`src/rtl/keystream_xor_cipher_if.sv`:
```
// Stream bundle for keystream_xor_cipher: key input, data input and data output.
//   key_* : key bytes from the keystream generator (tdata/tvalid in, tready out)
//   s_*   : plaintext or ciphertext bytes with frame delimiter (tready out)
//   m_*   : XOR result with frame delimiter (tready in)
// slave modport is the cipher's view; master modport is the surrounding system's view.
interface keystream_xor_cipher_if;
    logic [7:0] key_tdata;
    logic       key_tvalid;
    logic       key_tready;

    logic [7:0] s_tdata;
    logic       s_tvalid;
    logic       s_tlast;
    logic       s_tready;

    logic [7:0] m_tdata;
    logic       m_tvalid;
    logic       m_tlast;
    logic       m_tready;

    modport slave (
        input  key_tdata, key_tvalid,
        output key_tready,
        input  s_tdata, s_tvalid, s_tlast,
        output s_tready,
        output m_tdata, m_tvalid, m_tlast,
        input  m_tready
    );

    modport master (
        output key_tdata, key_tvalid,
        input  key_tready,
        output s_tdata, s_tvalid, s_tlast,
        input  s_tready,
        input  m_tdata, m_tvalid, m_tlast,
        output m_tready
    );
endinterface

```
`src/rtl/keystream_xor_cipher.sv`:
```
// Keystream XOR cipher: buffers key bytes in a FIFO and XORs one key byte onto
// each data byte, emitting the result with tlast. Works as encryptor or decryptor.
// Ports:
//   clk, rst     : clock, asynchronous active-high reset
//   bus          : key / data-in / data-out streams (slave modport)
//   key_level    : key FIFO occupancy
//   frame_count  : completed frames (wraps)
//   byte_count   : bytes accepted since reset (wraps)
//   stall_count  : cycles data waited on an empty key FIFO (saturates)
module keystream_xor_cipher #(
    parameter int unsigned KEY_DEPTH = 8,
    parameter int unsigned CNT_W     = 16
) (
    input  logic                        clk,
    input  logic                        rst,
    keystream_xor_cipher_if.slave       bus,
    output logic [$clog2(KEY_DEPTH):0]  key_level,
    output logic [CNT_W-1:0]            frame_count,
    output logic [CNT_W-1:0]            byte_count,
    output logic [CNT_W-1:0]            stall_count
);

    localparam int unsigned PTR_W = $clog2(KEY_DEPTH);
    localparam int unsigned LVL_W = PTR_W + 1;

    typedef enum logic [0:0] {
        ST_IDLE   = 1'b0,
        ST_ACTIVE = 1'b1
    } state_t;

    // Key FIFO storage and pointers
    logic [7:0]       r_mem [KEY_DEPTH];
    logic [PTR_W-1:0] r_wr_ptr;
    logic [PTR_W-1:0] r_rd_ptr;
    logic [LVL_W-1:0] r_level;

    // Output register stage
    logic [7:0]       r_m_tdata;
    logic             r_m_tvalid;
    logic             r_m_tlast;

    // Status
    logic [CNT_W-1:0] r_frame_cnt;
    logic [CNT_W-1:0] r_byte_cnt;
    logic [CNT_W-1:0] r_stall_cnt;
    state_t           r_state;
    state_t           w_state_nxt;

    logic             w_key_empty;
    logic             w_key_full;
    logic             w_push;
    logic             w_out_free;
    logic             w_s_tready;
    logic             w_fire;
    logic             w_stall;
    logic             w_frame_done;
    logic [7:0]       w_key_head;

    assign w_key_empty = (r_level == '0);
    assign w_key_full  = (r_level == LVL_W'(KEY_DEPTH));

    assign bus.key_tready = !rst && !w_key_full;
    assign w_push         = bus.key_tvalid && !rst && !w_key_full;

    // Output register can take a new byte when empty or being drained this cycle
    assign w_out_free  = !r_m_tvalid || bus.m_tready;
    assign w_s_tready  = !rst && !w_key_empty && w_out_free;
    assign bus.s_tready = w_s_tready;
    assign w_fire      = bus.s_tvalid && w_s_tready;
    assign w_stall     = bus.s_tvalid && w_out_free && w_key_empty;
    assign w_key_head  = r_mem[r_rd_ptr];

    // Key storage has no reset: contents are only read behind a nonzero level
    always_ff @(posedge clk) begin
        if (w_push) begin
            r_mem[r_wr_ptr] <= bus.key_tdata;
        end
    end

    // FIFO pointers and occupancy; pop happens only on a data fire
    always_ff @(posedge clk or posedge rst) begin
        if (rst) begin
            r_wr_ptr <= '0;
            r_rd_ptr <= '0;
            r_level  <= '0;
        end else begin
            if (w_push) begin
                r_wr_ptr <= r_wr_ptr + PTR_W'(1);
            end
            if (w_fire) begin
                r_rd_ptr <= r_rd_ptr + PTR_W'(1);
            end
            case ({w_push, w_fire})
                2'b10:   r_level <= r_level + LVL_W'(1);
                2'b01:   r_level <= r_level - LVL_W'(1);
                default: r_level <= r_level;
            endcase
        end
    end

    // Output stage: load on fire, clear when drained without a replacement
    always_ff @(posedge clk or posedge rst) begin
        if (rst) begin
            r_m_tdata  <= '0;
            r_m_tvalid <= 1'b0;
            r_m_tlast  <= 1'b0;
        end else if (w_fire) begin
            r_m_tdata  <= bus.s_tdata ^ w_key_head;
            r_m_tlast  <= bus.s_tlast;
            r_m_tvalid <= 1'b1;
        end else if (bus.m_tready) begin
            r_m_tvalid <= 1'b0;
        end
    end

    // Frame FSM: state register
    always_ff @(posedge clk or posedge rst) begin
        if (rst) begin
            r_state <= ST_IDLE;
        end else begin
            r_state <= w_state_nxt;
        end
    end

    // Frame FSM: next state
    always_comb begin
        w_state_nxt = r_state;
        case (r_state)
            ST_IDLE: begin
                if (w_fire && !bus.s_tlast) begin
                    w_state_nxt = ST_ACTIVE;
                end
            end
            ST_ACTIVE: begin
                if (w_fire && bus.s_tlast) begin
                    w_state_nxt = ST_IDLE;
                end
            end
            default: w_state_nxt = ST_IDLE;
        endcase
    end

    // Frame FSM: outputs (a frame closes on any accepted tlast byte, single-byte frames included)
    always_comb begin
        w_frame_done = 1'b0;
        case (r_state)
            ST_IDLE:   w_frame_done = w_fire && bus.s_tlast;
            ST_ACTIVE: w_frame_done = w_fire && bus.s_tlast;
            default:   w_frame_done = 1'b0;
        endcase
    end

    // Status counters
    always_ff @(posedge clk or posedge rst) begin
        if (rst) begin
            r_frame_cnt <= '0;
            r_byte_cnt  <= '0;
            r_stall_cnt <= '0;
        end else begin
            if (w_frame_done) begin
                r_frame_cnt <= r_frame_cnt + CNT_W'(1);
            end
            if (w_fire) begin
                r_byte_cnt <= r_byte_cnt + CNT_W'(1);
            end
            if (w_stall && (r_stall_cnt != '1)) begin
                r_stall_cnt <= r_stall_cnt + CNT_W'(1);
            end
        end
    end

    assign bus.m_tdata  = r_m_tdata;
    assign bus.m_tvalid = r_m_tvalid;
    assign bus.m_tlast  = r_m_tlast;
    assign key_level    = r_level;
    assign frame_count  = r_frame_cnt;
    assign byte_count   = r_byte_cnt;
    assign stall_count  = r_stall_cnt;

endmodule
```
`src/flat_wrapper.sv`:
```
// flat-port wrapper written by rule: the top's interface ports become plain ports
module keystream_xor_cipher_flat 
#(
    parameter int unsigned KEY_DEPTH = 8,
    parameter int unsigned CNT_W     = 16
)
  (clk, rst, key_level, frame_count, byte_count, stall_count, bus_key_tdata, bus_key_tvalid, bus_key_tready, bus_s_tdata, bus_s_tvalid, bus_s_tlast, bus_s_tready, bus_m_tdata, bus_m_tvalid, bus_m_tlast, bus_m_tready);
  keystream_xor_cipher_if bus_i ();
  input  logic clk;
  input  logic rst;
  output logic [$clog2(KEY_DEPTH):0] key_level;
  output logic [CNT_W-1:0] frame_count;
  output logic [CNT_W-1:0] byte_count;
  output logic [CNT_W-1:0] stall_count;
  input wire logic [$bits(bus_i.key_tdata)-1:0] bus_key_tdata;
  input wire logic [$bits(bus_i.key_tvalid)-1:0] bus_key_tvalid;
  output wire logic [$bits(bus_i.key_tready)-1:0] bus_key_tready;
  input wire logic [$bits(bus_i.s_tdata)-1:0] bus_s_tdata;
  input wire logic [$bits(bus_i.s_tvalid)-1:0] bus_s_tvalid;
  input wire logic [$bits(bus_i.s_tlast)-1:0] bus_s_tlast;
  output wire logic [$bits(bus_i.s_tready)-1:0] bus_s_tready;
  output wire logic [$bits(bus_i.m_tdata)-1:0] bus_m_tdata;
  output wire logic [$bits(bus_i.m_tvalid)-1:0] bus_m_tvalid;
  output wire logic [$bits(bus_i.m_tlast)-1:0] bus_m_tlast;
  input wire logic [$bits(bus_i.m_tready)-1:0] bus_m_tready;
  assign bus_i.key_tdata = bus_key_tdata;
  assign bus_i.key_tvalid = bus_key_tvalid;
  assign bus_key_tready = bus_i.key_tready;
  assign bus_i.s_tdata = bus_s_tdata;
  assign bus_i.s_tvalid = bus_s_tvalid;
  assign bus_i.s_tlast = bus_s_tlast;
  assign bus_s_tready = bus_i.s_tready;
  assign bus_m_tdata = bus_i.m_tdata;
  assign bus_m_tvalid = bus_i.m_tvalid;
  assign bus_m_tlast = bus_i.m_tlast;
  assign bus_i.m_tready = bus_m_tready;
  keystream_xor_cipher #(.KEY_DEPTH(KEY_DEPTH), .CNT_W(CNT_W)) u_core (.clk(clk), .rst(rst), .bus(bus_i), .key_level(key_level), .frame_count(frame_count), .byte_count(byte_count), .stall_count(stall_count));
endmodule
```
`config.mk`:
```
export PLATFORM = sky130hd
export DESIGN_NAME = keystream_xor_cipher_flat
export DESIGN_NICKNAME = d
export VERILOG_FILES = /design/src/rtl/keystream_xor_cipher_if.sv /design/src/rtl/keystream_xor_cipher.sv /design/src/flat_wrapper.sv
export SDC_FILE = /design/constraint.sdc
export NUM_CORES = 1
export LEC_CHECK = 0
export CAP_MARGIN = 20
export CORE_UTILIZATION = 40
export CTS_BUF_LIST = sky130_fd_sc_hd__clkbuf_8
export CTS_CLUSTER_SIZE = 24
export DETAILED_ROUTE_END_ITERATION = 12
export PLACE_DENSITY_LB_ADDON = 0.25
export SYNTH_ARGS = -nofsm -noshare
export SYNTH_HDL_FRONTEND = slang
export SYNTH_SLANG_ARGS = --single-unit
```
`constraint.sdc`:
```
create_clock -name clk -period 3.7 [get_ports clk]
set_input_delay 1.11 -clock clk [delete_from_list [all_inputs] [get_ports clk]]
set_output_delay 1.11 -clock clk [all_outputs]
set_load 0.02 [all_outputs]
```
==> results.py <==
metrics = {
    "grt": {
        "antenna_found_initial": 0,
        "grtUsageTotal_pct": 17.2,
        "grt_pass1_wl_um": 18800,
        "grt_pass1_vias": 3546,
        "grt_max_degree": 39,
        "grt_overflow": 0,
    },
    "layout": {
        "finalNonFillerCells": 699,
        "syn_to_final_growth_pct": 27.0,
        "diodes": 0,
        "regArea_um2": 3620,
        "fin_util_pct": 52.2,
        "nets": 536,
        "layout-drive-gt1-share_pct": 15.4,
        "multiInputGateArea_um2": 1980,
        "fill_cells": 1151,
    },
    "worst_setup_path": {
        "critPathCaptureType": "output pin",
        "crit_buf_inv": 2,
        "criticalPathCategory": "input pin to output pin",
        "crit_required_ps": 2590,
        "worstPathArrival_ps": 2430,
        "crit_path_max_incr_delay_ps": 630,
        "crit_top_cell": "clkdlybuf4s50_1",
        "path_max_fanout": 4,
        "start_kind": "input pin",
        "cpLargestDelayFamily": "buffers and inverters",
        "slowest_stage": "clkdlybuf4s50_1",
        "critPathLaunch": "bus_m_tready",
        "cp_cell_sequence": "clkdlybuf4s50_1 > nor2b_1 > nor3_1 > clkdlybuf4s50_1",
        "r2r-start": "u_core.key_level[1]$_DFFE_PP0P_",
    },
    "place": {
        "io_buffers": 85,
        "globalplace.congestion": 0.840,
        "dpl.cell_count": 667,
        "hpwl_um": 8170,
    },
    "worst_hold_path": {
        "hold_path_startpoint": "u_core.frame_count[15]$_DFFE_PP0P_",
        "hold_class": "flop to flop",
    },
    "timing": {
        "slew_violations": 0,
        "slew_headroom_pct": 42.1,
        "fmax_mhz": 283,
        "hold_viol": 0,
        "min_period_ps": 3540,
        "worst_pin_slew_ps": 868,
        "rsz0062_at_grt": "no",
        "setup_viol": 0,
        "setup_tns_ps": 0,
        "worst_clock_skew_ps": 7.47,
        "min_period_over_period_pct": 95.6,
    },
    "synthesis": {
        "synth_common_cells": "68 x dfrtp_1, 64 x edfxtp_1, 35 x xnor2_1",
        "synth_top_area_share_pct": 33.6,
        "synth_top_cell_by_area": "edfxtp_1",
        "synthFlopType": "dfrtp_1",
        "syn_area_um2": 5720,
        "ys_warn_count": 0,
        "synth-edff-count": 64,
        "netlist_instances": 400,
        "synthTopCellsByArea": "edfxtp_1 34%, dfrtp_1 30%, mux4_2 6.3%, xnor2_1 5.4%, xor2_1 3.8%",
        "async_flop_share_pct": 51.5,
        "ys_ff_latch": 132,
        "seq_area_frac_synth_pct": 63.3,
        "yosysMostFrequentCell": "dfrtp_1",
        "syn-num-nets": 430,
        "synth_cell_types": 40,
        "avgSynthCellArea_um2": 14.3,
    },
    "route": {
        "vias": 3584,
        "routedWlPerCell_um": 16.7,
        "first_pass_iters": 4,
        "drc": 0,
        "routed_wl_um": 11700,
        "initialDrtViolationCount": 253,
        "detail-route-antenna-nets": 0,
        "avgViaCountPerCell": 5.13,
    },
    "pwr": {
        "pwr-share-comb_pct": 27.4,
        "powerDensity_nw_per_um2": 638,
        "switching_share_pct": 32.7,
        "p_clk_share_pct": 26.9,
        "p_sw_mw": 1.52,
        "intPower_mw": 3.12,
        "max-vdd-ir-drop_uv": 225,
        "pwr-share-seq_pct": 45.7,
        "power_leakage_nw": 2.83,
    },
    "cts": {
        "clkLatencyLatePin_ps": 440,
        "cts_tree": "done",
        "clockRootBuffer": "clkbuf_8",
        "cts_buffer_depth": 2,
        "cts_resized": 0,
        "path_clk_slew_ps": 80,
        "cts_made_buffers": 17,
        "hold_buffers": 0,
        "cts-htree-levels": 4,
        "clock_sinks": 132,
        "postCtsSetupBuffers": 0,
    },
    "floorplanning": {
        "io_pins": 86,
        "dieWidth_um": 122,
        "die_area_um2": 14800,
        "rows": 43,
        "fp.coreArea_um2": 13900,
        "die_y_um": 122,
        "start_util_pct": 41.1,
    },
    "job": {
        "max_cap_violations": 0,
    },
    "run_status": {
        "status": "completed",
    },
}
worst paths after layout:
| check | to | slack [ps] | depth (start not counted) |
|---|---|---|---|
| worst max-delay path | bus_s_tready | 160 | 4 |
| worst min-delay path | u_core.frame_count[15]$_DFFE_PP0P_ | 470 | 1 |
| worst max register to register | u_core.key_level[2]$_DFFE_PP0P_ | 1210 | 10 |
| worst min register to register | u_core.frame_count[15]$_DFFE_PP0P_ | 470 | 1 |
| max in group asynchronous | u_core.byte_count[1]$_DFFE_PP0P_ | 1680 | 4 |
| min in group asynchronous | u_core.byte_count[8]$_DFFE_PP0P_ | 1350 | 3 |
metrics by stage:
step	power [mW]	worst slack (ps)	area (um^2)	hold WS [ps]
2_1_floorplan	2.90	802	5720	480
3_3_place_gp	3.40	186	6860	463
3_5_place_dp	3.44	159	6860	463
4_1_cts	4.70	155	7270	477
5_1_grt	4.90	39.4	7270	509
6_report	4.64	164	7270	472
logic make-up (layout without fill, tap and decap cells):
kind of cell / after synthesis / in the layout / synth area share, %
adders and majority gates: 8 / 8 / 1.75
buffers and inverters: 23 / 142 / 2.03
muxes: 30 / 30 / 8.87
AOI/OAI and AO/OA: 15 / 15 / 1.51
DFF: 132 / 132 / 63.3
xor gates and xnor gates: 60 / 60 / 9.18
and+or+nand+nor: 132 / 132 / 13.4
layout by cell type (no fill, tap or decap), types with 4 or more instances in the layout:
cell / synthesis / routed
nor4_1: 6 / 6
ha_1: 8 / 8
nor4b_1: 4 / 4
buf_4: 2 / 18
mux4_2: 16 / 16
mux2i_1: 8 / 8
clkbuf_8: 0 / 17
and4_1: 5 / 5
edfxtp_1: 64 / 64
o21ai_0: 10 / 10
inv_1: 5 / 4
nand2b_1: 5 / 5
and3_1: 7 / 7
clkdlybuf4s50_1: 0 / 85
dfrtp_1: 68 / 68
xor2_1: 25 / 25
nand3_1: 17 / 17
inv_6: 0 / 4
nor2_1: 12 / 12
mux2_2: 5 / 5
nand4_1: 17 / 17
xnor2_1: 35 / 35
nor3_1: 9 / 9
nand2_1: 32 / 32
registers in the layout, indices dropped and copies added (netlist names):
name / cells
u_core.bus.m_tvalid: 1
u_core.r_wr_ptr: 3
u_core.bus.m_tlast: 1
u_core.bus.m_tdata: 8
u_core.key_level: 4
u_core.byte_count: 16
u_core.frame_count: 16
u_core.stall_count: 16
u_core.r_rd_ptr: 3
u_core.r_mem: 64
metal layers:
metal	track usage, %	share of wire (%)
met1	22.8	45
met2	25.8	47
met3	5.24	5.7
met4	7.79	2.2
met5	0	0
cell type report:
| cell class | count | area share (%) |
|---|---|---|
| Sequential cell | 132 | 49.8 |
| Multi-Input combinational cell | 245 | 27.3 |
| Timing Repair Buffer | 104 | 13.8 |
| Clock buffer | 17 | 3.22 |
| Tap cell | 180 | 3.10 |
| Clock inverter | 15 | 2.43 |
| Inverter | 6 | 0.310 |
power by group through the flow:
stage | logic [mW] | registers [mW] | clock network (mW)
after global routing | 1.38 | 2.17 | 1.35
after CTS | 1.29 | 2.13 | 1.28
final | 1.27 | 2.12 | 1.25
after global placement | 1.26 | 2.15 | 0
after detailed placement | 1.28 | 2.16 | 0
after floorplan | 0.754 | 2.14 | 0
Note: power is estimated with default switching activity, not from simulation.
